[src/rtl/alu_arbiter_if.sv]
// alu_arbiter_if: bundles the requester handshakes, the shared response bus
// and the ALU datapath connection of alu_arbiter.
//   req0_*/req1_*   : valid/ready request channels with operands and op select
//   resp0/1_valid   : one-cycle response pulses; resp_resultado/resp_cero shared
//   alu_a/b/op      : registered operands driven to the external ALU
//   alu_resultado   : combinational ALU result
//   busy            : arbiter is sequencing an operation
// Modports: slave = arbiter side, master = requesters plus ALU side.
interface alu_arbiter_if #(
  parameter int M = 4,
  parameter int S = 3
);
  logic         req0_valid;
  logic         req0_ready;
  logic [M-1:0] req0_a;
  logic [M-1:0] req0_b;
  logic [S-1:0] req0_op;
  logic         req1_valid;
  logic         req1_ready;
  logic [M-1:0] req1_a;
  logic [M-1:0] req1_b;
  logic [S-1:0] req1_op;
  logic         resp0_valid;
  logic         resp1_valid;
  logic [M-1:0] resp_resultado;
  logic         resp_cero;
  logic [M-1:0] alu_a;
  logic [M-1:0] alu_b;
  logic [S-1:0] alu_op;
  logic [M-1:0] alu_resultado;
  logic         busy;

  modport slave (
    input  req0_valid, req0_a, req0_b, req0_op,
    input  req1_valid, req1_a, req1_b, req1_op,
    input  alu_resultado,
    output req0_ready, req1_ready,
    output resp0_valid, resp1_valid, resp_resultado, resp_cero,
    output alu_a, alu_b, alu_op,
    output busy
  );

  modport master (
    output req0_valid, req0_a, req0_b, req0_op,
    output req1_valid, req1_a, req1_b, req1_op,
    output alu_resultado,
    input  req0_ready, req1_ready,
    input  resp0_valid, resp1_valid, resp_resultado, resp_cero,
    input  alu_a, alu_b, alu_op,
    input  busy
  );
endinterface

[src/rtl/alu_arbiter.sv]
// alu_arbiter: two-requester arbiter/sequencer for a shared combinational ALU.
// Grants one request per IDLE cycle, registers its operands onto the ALU for
// one EXEC cycle, captures result and zero flag, then pulses the owner's
// response for one RESP cycle. One operation every 3 cycles.
// Ports:
//   clk   : rising-edge clock
//   rst_n : asynchronous active-low reset
//   bus   : alu_arbiter_if.slave (request, response and ALU signals)
// Build option: ALU_ARB_FIXED_PRIORITY_EN makes requester 0 win every tie
// (round-robin otherwise).
//
// state | meaning
// IDLE  | waiting for a request; ready is combinational from the valids
// EXEC  | operand registers drive the ALU; result captured at the end
// RESP  | response pulse to the owner; returns to IDLE
module alu_arbiter #(
  parameter int M = 4,
  parameter int S = 3
) (
  input  logic         clk,
  input  logic         rst_n,
  alu_arbiter_if.slave bus
);

  typedef enum logic [1:0] {
    IDLE = 2'd0,
    EXEC = 2'd1,
    RESP = 2'd2
  } state_t;

  state_t state;
  state_t state_nxt;
  logic   owner;
  logic   last_grant;
  logic   tie_pick0;
  logic   grant0;
  logic   grant1;

  // last_grant == 1 means requester 1 was served last, so requester 0 wins a tie.
`ifdef ALU_ARB_FIXED_PRIORITY_EN
  assign tie_pick0 = 1'b1;
`else
  assign tie_pick0 = last_grant;
`endif

  always_ff @(posedge clk or negedge rst_n) begin
    if (!rst_n) begin
      state <= IDLE;
    end else begin
      state <= state_nxt;
    end
  end

  always_comb begin
    state_nxt      = state;
    grant0         = 1'b0;
    grant1         = 1'b0;
    bus.req0_ready = 1'b0;
    bus.req1_ready = 1'b0;
    case (state)
      IDLE: begin
        grant0 = bus.req0_valid & (~bus.req1_valid | tie_pick0);
        grant1 = bus.req1_valid & ~grant0;
        // Ready is masked during reset so all outputs read zero while rst_n is low.
        bus.req0_ready = grant0 & rst_n;
        bus.req1_ready = grant1 & rst_n;
        if (grant0 || grant1) begin
          state_nxt = EXEC;
        end
      end
      EXEC:    state_nxt = RESP;
      RESP:    state_nxt = IDLE;
      default: state_nxt = IDLE;
    endcase
  end

  always_ff @(posedge clk or negedge rst_n) begin
    if (!rst_n) begin
      bus.alu_a          <= '0;
      bus.alu_b          <= '0;
      bus.alu_op         <= '0;
      owner              <= 1'b0;
      last_grant         <= 1'b1;
      bus.resp_resultado <= '0;
      bus.resp_cero      <= 1'b0;
    end else begin
      if (state == IDLE && (grant0 || grant1)) begin
        bus.alu_a  <= grant0 ? bus.req0_a  : bus.req1_a;
        bus.alu_b  <= grant0 ? bus.req0_b  : bus.req1_b;
        bus.alu_op <= grant0 ? bus.req0_op : bus.req1_op;
        owner      <= grant1;
        last_grant <= grant1;
      end
      if (state == EXEC) begin
        bus.resp_resultado <= bus.alu_resultado;
        bus.resp_cero      <= ~|bus.alu_resultado;
      end
    end
  end

  assign bus.busy        = (state != IDLE);
  assign bus.resp0_valid = (state == RESP) & ~owner;
  assign bus.resp1_valid = (state == RESP) & owner;

endmodule

[src/flat_wrapper.sv]
// flat-port wrapper written by rule: the top's interface ports become plain ports
module alu_arbiter_flat 
#(
  parameter int M = 4,
  parameter int S = 3
)
  (clk, rst_n, bus_req0_valid, bus_req0_a, bus_req0_b, bus_req0_op, bus_req1_valid, bus_req1_a, bus_req1_b, bus_req1_op, bus_alu_resultado, bus_req0_ready, bus_req1_ready, bus_resp0_valid, bus_resp1_valid, bus_resp_resultado, bus_resp_cero, bus_alu_a, bus_alu_b, bus_alu_op, bus_busy);
  alu_arbiter_if #(.M(M), .S(S)) bus_i ();
  input  logic clk;
  input  logic rst_n;
  input wire logic [$bits(bus_i.req0_valid)-1:0] bus_req0_valid;
  input wire logic [$bits(bus_i.req0_a)-1:0] bus_req0_a;
  input wire logic [$bits(bus_i.req0_b)-1:0] bus_req0_b;
  input wire logic [$bits(bus_i.req0_op)-1:0] bus_req0_op;
  input wire logic [$bits(bus_i.req1_valid)-1:0] bus_req1_valid;
  input wire logic [$bits(bus_i.req1_a)-1:0] bus_req1_a;
  input wire logic [$bits(bus_i.req1_b)-1:0] bus_req1_b;
  input wire logic [$bits(bus_i.req1_op)-1:0] bus_req1_op;
  input wire logic [$bits(bus_i.alu_resultado)-1:0] bus_alu_resultado;
  output wire logic [$bits(bus_i.req0_ready)-1:0] bus_req0_ready;
  output wire logic [$bits(bus_i.req1_ready)-1:0] bus_req1_ready;
  output wire logic [$bits(bus_i.resp0_valid)-1:0] bus_resp0_valid;
  output wire logic [$bits(bus_i.resp1_valid)-1:0] bus_resp1_valid;
  output wire logic [$bits(bus_i.resp_resultado)-1:0] bus_resp_resultado;
  output wire logic [$bits(bus_i.resp_cero)-1:0] bus_resp_cero;
  output wire logic [$bits(bus_i.alu_a)-1:0] bus_alu_a;
  output wire logic [$bits(bus_i.alu_b)-1:0] bus_alu_b;
  output wire logic [$bits(bus_i.alu_op)-1:0] bus_alu_op;
  output wire logic [$bits(bus_i.busy)-1:0] bus_busy;
  assign bus_i.req0_valid = bus_req0_valid;
  assign bus_i.req0_a = bus_req0_a;
  assign bus_i.req0_b = bus_req0_b;
  assign bus_i.req0_op = bus_req0_op;
  assign bus_i.req1_valid = bus_req1_valid;
  assign bus_i.req1_a = bus_req1_a;
  assign bus_i.req1_b = bus_req1_b;
  assign bus_i.req1_op = bus_req1_op;
  assign bus_i.alu_resultado = bus_alu_resultado;
  assign bus_req0_ready = bus_i.req0_ready;
  assign bus_req1_ready = bus_i.req1_ready;
  assign bus_resp0_valid = bus_i.resp0_valid;
  assign bus_resp1_valid = bus_i.resp1_valid;
  assign bus_resp_resultado = bus_i.resp_resultado;
  assign bus_resp_cero = bus_i.resp_cero;
  assign bus_alu_a = bus_i.alu_a;
  assign bus_alu_b = bus_i.alu_b;
  assign bus_alu_op = bus_i.alu_op;
  assign bus_busy = bus_i.busy;
  alu_arbiter #(.M(M), .S(S)) u_core (.clk(clk), .rst_n(rst_n), .bus(bus_i));
endmodule
[config.mk]
export PLATFORM = sky130hd
export DESIGN_NAME = alu_arbiter_flat
export DESIGN_NICKNAME = d
export VERILOG_FILES = /design/src/rtl/alu_arbiter_if.sv /design/src/rtl/alu_arbiter.sv /design/src/flat_wrapper.sv
export SDC_FILE = /design/constraint.sdc
export NUM_CORES = 1
export LEC_CHECK = 0
export ABC_AREA = 1
export CORE_UTILIZATION = 29
export CTS_CLUSTER_SIZE = 8
export DETAILED_ROUTE_END_ITERATION = 10
export GPL_ROUTABILITY_DRIVEN = 1
export GPL_TIMING_DRIVEN = 0
export REMOVE_ABC_BUFFERS = 1
export SYNTH_ARGS = -nofsm -noshare
export SYNTH_HDL_FRONTEND = slang
export SYNTH_SLANG_ARGS = --single-unit
export TNS_END_PERCENT = 30
[constraint.sdc]
create_clock -name clk -period 2.8 [get_ports clk]
set_clock_uncertainty 0.2 [all_clocks]
set_input_delay 0.84 -clock clk [delete_from_list [all_inputs] [get_ports clk]]
set_output_delay 0.84 -clock clk [all_outputs]
set_load 0.01 [all_outputs]
==> summary.txt <==
Outcome
  – Outcome: finished, final reports clean

Power
  – Final Total Pwr: 1.477 mW
  – Leakage: 0.9504 nW
  – Peak supply drop: 0.4333 mV
  – Power per cell area: 871.1 mW/mm²

Critical path
  – Crit end category: output port
  – R2r setup slk: 1.17 ns
  – Worst Path Class, Setup: in -> out
  – CP Max Fanout: 4
  – Required @ worst endpoint: 1.76 ns
  – Slowest CP cell: dlygate4sd2_1
  – Crit path launch type: primary input
  – CP Cell Sequence: clkdlybuf4s15_2 -> nand2_4 -> nand2_1 -> nand3_1 -> nor2_1 -> dlygate4sd2_1
  – Slowest stage delay, CP: 0.27 ns
  – CP arrival: 1.68 ns

Global routing
  – GRT Overall Usage: 0.1366
  – Grt ovf: 0
  – Vias in the first global route: 995
  – First-pass GRT wire length: 4319 µm
  – Initial antenna violation count: 0
  – Pin count of the biggest net entering global routing: 22

Die
  – Cell row count: 21
  – Initial Util: 0.3139
  – Num ports: 51
  – Die Ht: 63.27 µm
  – Core area: 0.003468 mm²
  – Die span in x: 63.27 µm
  – Die area: 0.004002 mm²

Detailed routing
  – Via Count: 1059
  – Via-to-Cell Ratio: 4.105
  – Pre-antenna DRT Iters: 4
  – Final wirelength: 2531 µm
  – Drc violations: 0
  – Wirelength per Cell: 9.810 µm
  – Detailed Route Iter0 Violations: 46
  – Routed Antenna Nets: 0

Clocking
  – Sink Count: 20
  – CTS hold repair buffers: 0
  – Root buffer selected by CTS: clkbuf_8
  – Worst skew pair latency: 0.25 ns
  – # H-tree levels: 1
  – Clock buffer depth: 2
  – Register clock-pin slew on the reported worst setup and hold paths: 0.07 ns
  – CTS tree: yes
  – Num CTS Buffers: 3

STA
  – Slew margin rel.: 0.7772
  – Hold violation count in the final report: 0
  – Peak Freq: 367.3 MHz
  – Period utilization: 0.9725
  – Minimum clock period after layout: 2.723 ns
  – Tightest Pin Transition: 0.3338 ns
  – Setup TNS: 0 ns
  – Final setup viols: 0
  – RSZ-0062 raised after global routing: no
  – Max-slew violations: 0

Final layout
  – Nets: 243
  – Area grow syn2layout: 55.75%
  – Layout cells sized above 1: 0.07547
  – Fin area: 0.001695 mm²
  – Antenna diodes: 0
  – Commonest non-fill, non-tap cell in the layout: nand2_1
  – Commonest cells after routing, fill and taps aside: nand2_1 (60), clkdlybuf4s50_1 (45), inv_1 (41)
  – FILL cells: 356

Yosys
  – Gate Count Post-Synth: 160
  – Cell taking the most area after synthesis: dfrtp_1
  – Synth Register Bits: 20
  – Warnings, synthesis: 0
  – Ranking of synthesized cells by area: dfrtp_1 (44%), nand2_1 (21%), inv_1 (14%)
  – Yosys cell types: 17
  – Register area share after synthesis: 0.4609
  – Share of the synthesized area in the top cell type: 0.4368
  – Post-Syn Area: 0.001089 mm²
  – Syn_area_per_cell: 6.803 µm²

Place
  – I/O Buffers: 50
  – GPL Wtd Cong: 0.7324
  – Placed inst area: 0.001613 mm²
  – Hpwl dp: 1883 µm

Hold path
  – Worst hold path class: in -> async

Job
  – Max Cap Viol: 0
==> cells by family after synthesis <==
| group | synth area share |
|---|---|
| AO/OA/AOI/OAI | 0.03448 |
| flip-flops | 0.4609 |
| AND/OR/NAND/NOR | 0.3253 |
| buffers and inverters | 0.1793 |
==> stage by stage <==
stage / hold slack (ns) / cells / setup slack (ns) / util
2_1_floorplan: 0.2737 / 155 / 0.1352 / -
3_3_place_gp: 0.2615 / 251 / -1.132 / 0.4650
3_5_place_dp: 0.2691 / 251 / -1.132 / 0.4650
4_1_cts: 0.2154 / 258 / 0.08710 / 0.4888
5_1_grt: 0.2129 / 258 / 0.02320 / 0.4888
6_report: 0.2137 / 258 / 0.07706 / 0.4888
==> registers in the layout, summed over array words and instances, names as in the netlist <==
register,flops
u_core.bus.alu_op,3
u_core.bus.alu_b,4
u_core.state,2
u_core.bus.resp_resultado,4
u_core.bus.resp_cero,1
u_core.last_grant,1
u_core.owner,1
u_core.bus.alu_a,4
==> critical path: cells and delay by family <==
family                 cells  cell delay, ns
AND/OR/NAND/NOR            4            0.35
buffers and inverters      2            0.49
==> final timing paths <==
path                                                  from                                       end  cells after the start
min in group clk           u_core.bus.alu_b[2]$_DFFE_PN0P_           u_core.bus.alu_b[2]$_DFFE_PN0P_                      2
max                                         bus_req1_valid                            bus_req1_ready                      6
min                                                  rst_n  u_core.bus.resp_resultado[0]$_DFFE_PN0N_                      1
max reg2reg                    u_core.state[1]$_DFFE_PN0P_          u_core.bus.alu_op[2]$_DFFE_PN0P_                      6
min reg2reg                u_core.bus.alu_b[2]$_DFFE_PN0P_           u_core.bus.alu_b[2]$_DFFE_PN0P_                      2
max in group asynchronous                            rst_n             u_core.last_grant$_DFFE_PN1P_                      1
==> area by class of cell <==
| cell class | count | area, µm² | area share |
|---|---|---|---|
| repair buffers | 53 | 518.0 | 0.3055 |
| flip-flops and latches | 20 | 501.7 | 0.2959 |
| well taps | 46 | 57.56 | 0.03395 |
| inverters | 43 | 161.4 | 0.09520 |
| multi-input cells | 92 | 411.6 | 0.2428 |
| clock buffers | 4 | 45.04 | 0.02657 |
==> cell usage after synthesis <==
cell type and count:
inv_1 41, nand2_1 61, or2_2 1, nor2_1 4, o21ai_0 5, o21a_1 1, nor3_1 2, nand2_2 2
dfstp_2 1, buf_4 1, buf_6 1, clkinv_1 2, dfrtp_1 19, o21ai_1 1, nand3_1 14, buf_2 3
nor2_4 1
==> per-layer routing <==
metal / up-vias / routed length [µm] / track usage / part of all wire
met1: 468 / 1219 / 0.1806 / 0.48
met4: 0 / 19 / 0.04545 / 0.0075
met5: - / 0 / 0 / 0
met2: 27 / 1189 / 0.2218 / 0.47
met3: 2 / 103 / 0.02717 / 0.041
li1: 562 / - / - / -
==> repair_timing <==
| action | 4_1_cts | 5_1_grt |
|---|---|---|
| endpoints found under the hold margin | 0 | 0 |
| gates resized for setup | 21 | 0 |
| buffers inserted | 3 | 0 |
| endpoints found under the setup margin | 2 | 0 |
==> power breakdown <==
| group | internal (mW) | switching (mW) | leakage [nW] |
|---|---|---|---|
| clock | 0.101 | 0.0881 | 0.0228 |
| sequential | 0.430 | 0.0767 | 0.245 |
| combinational | 0.389 | 0.391 | 0.682 |
(Power assumes the default switching activity.)
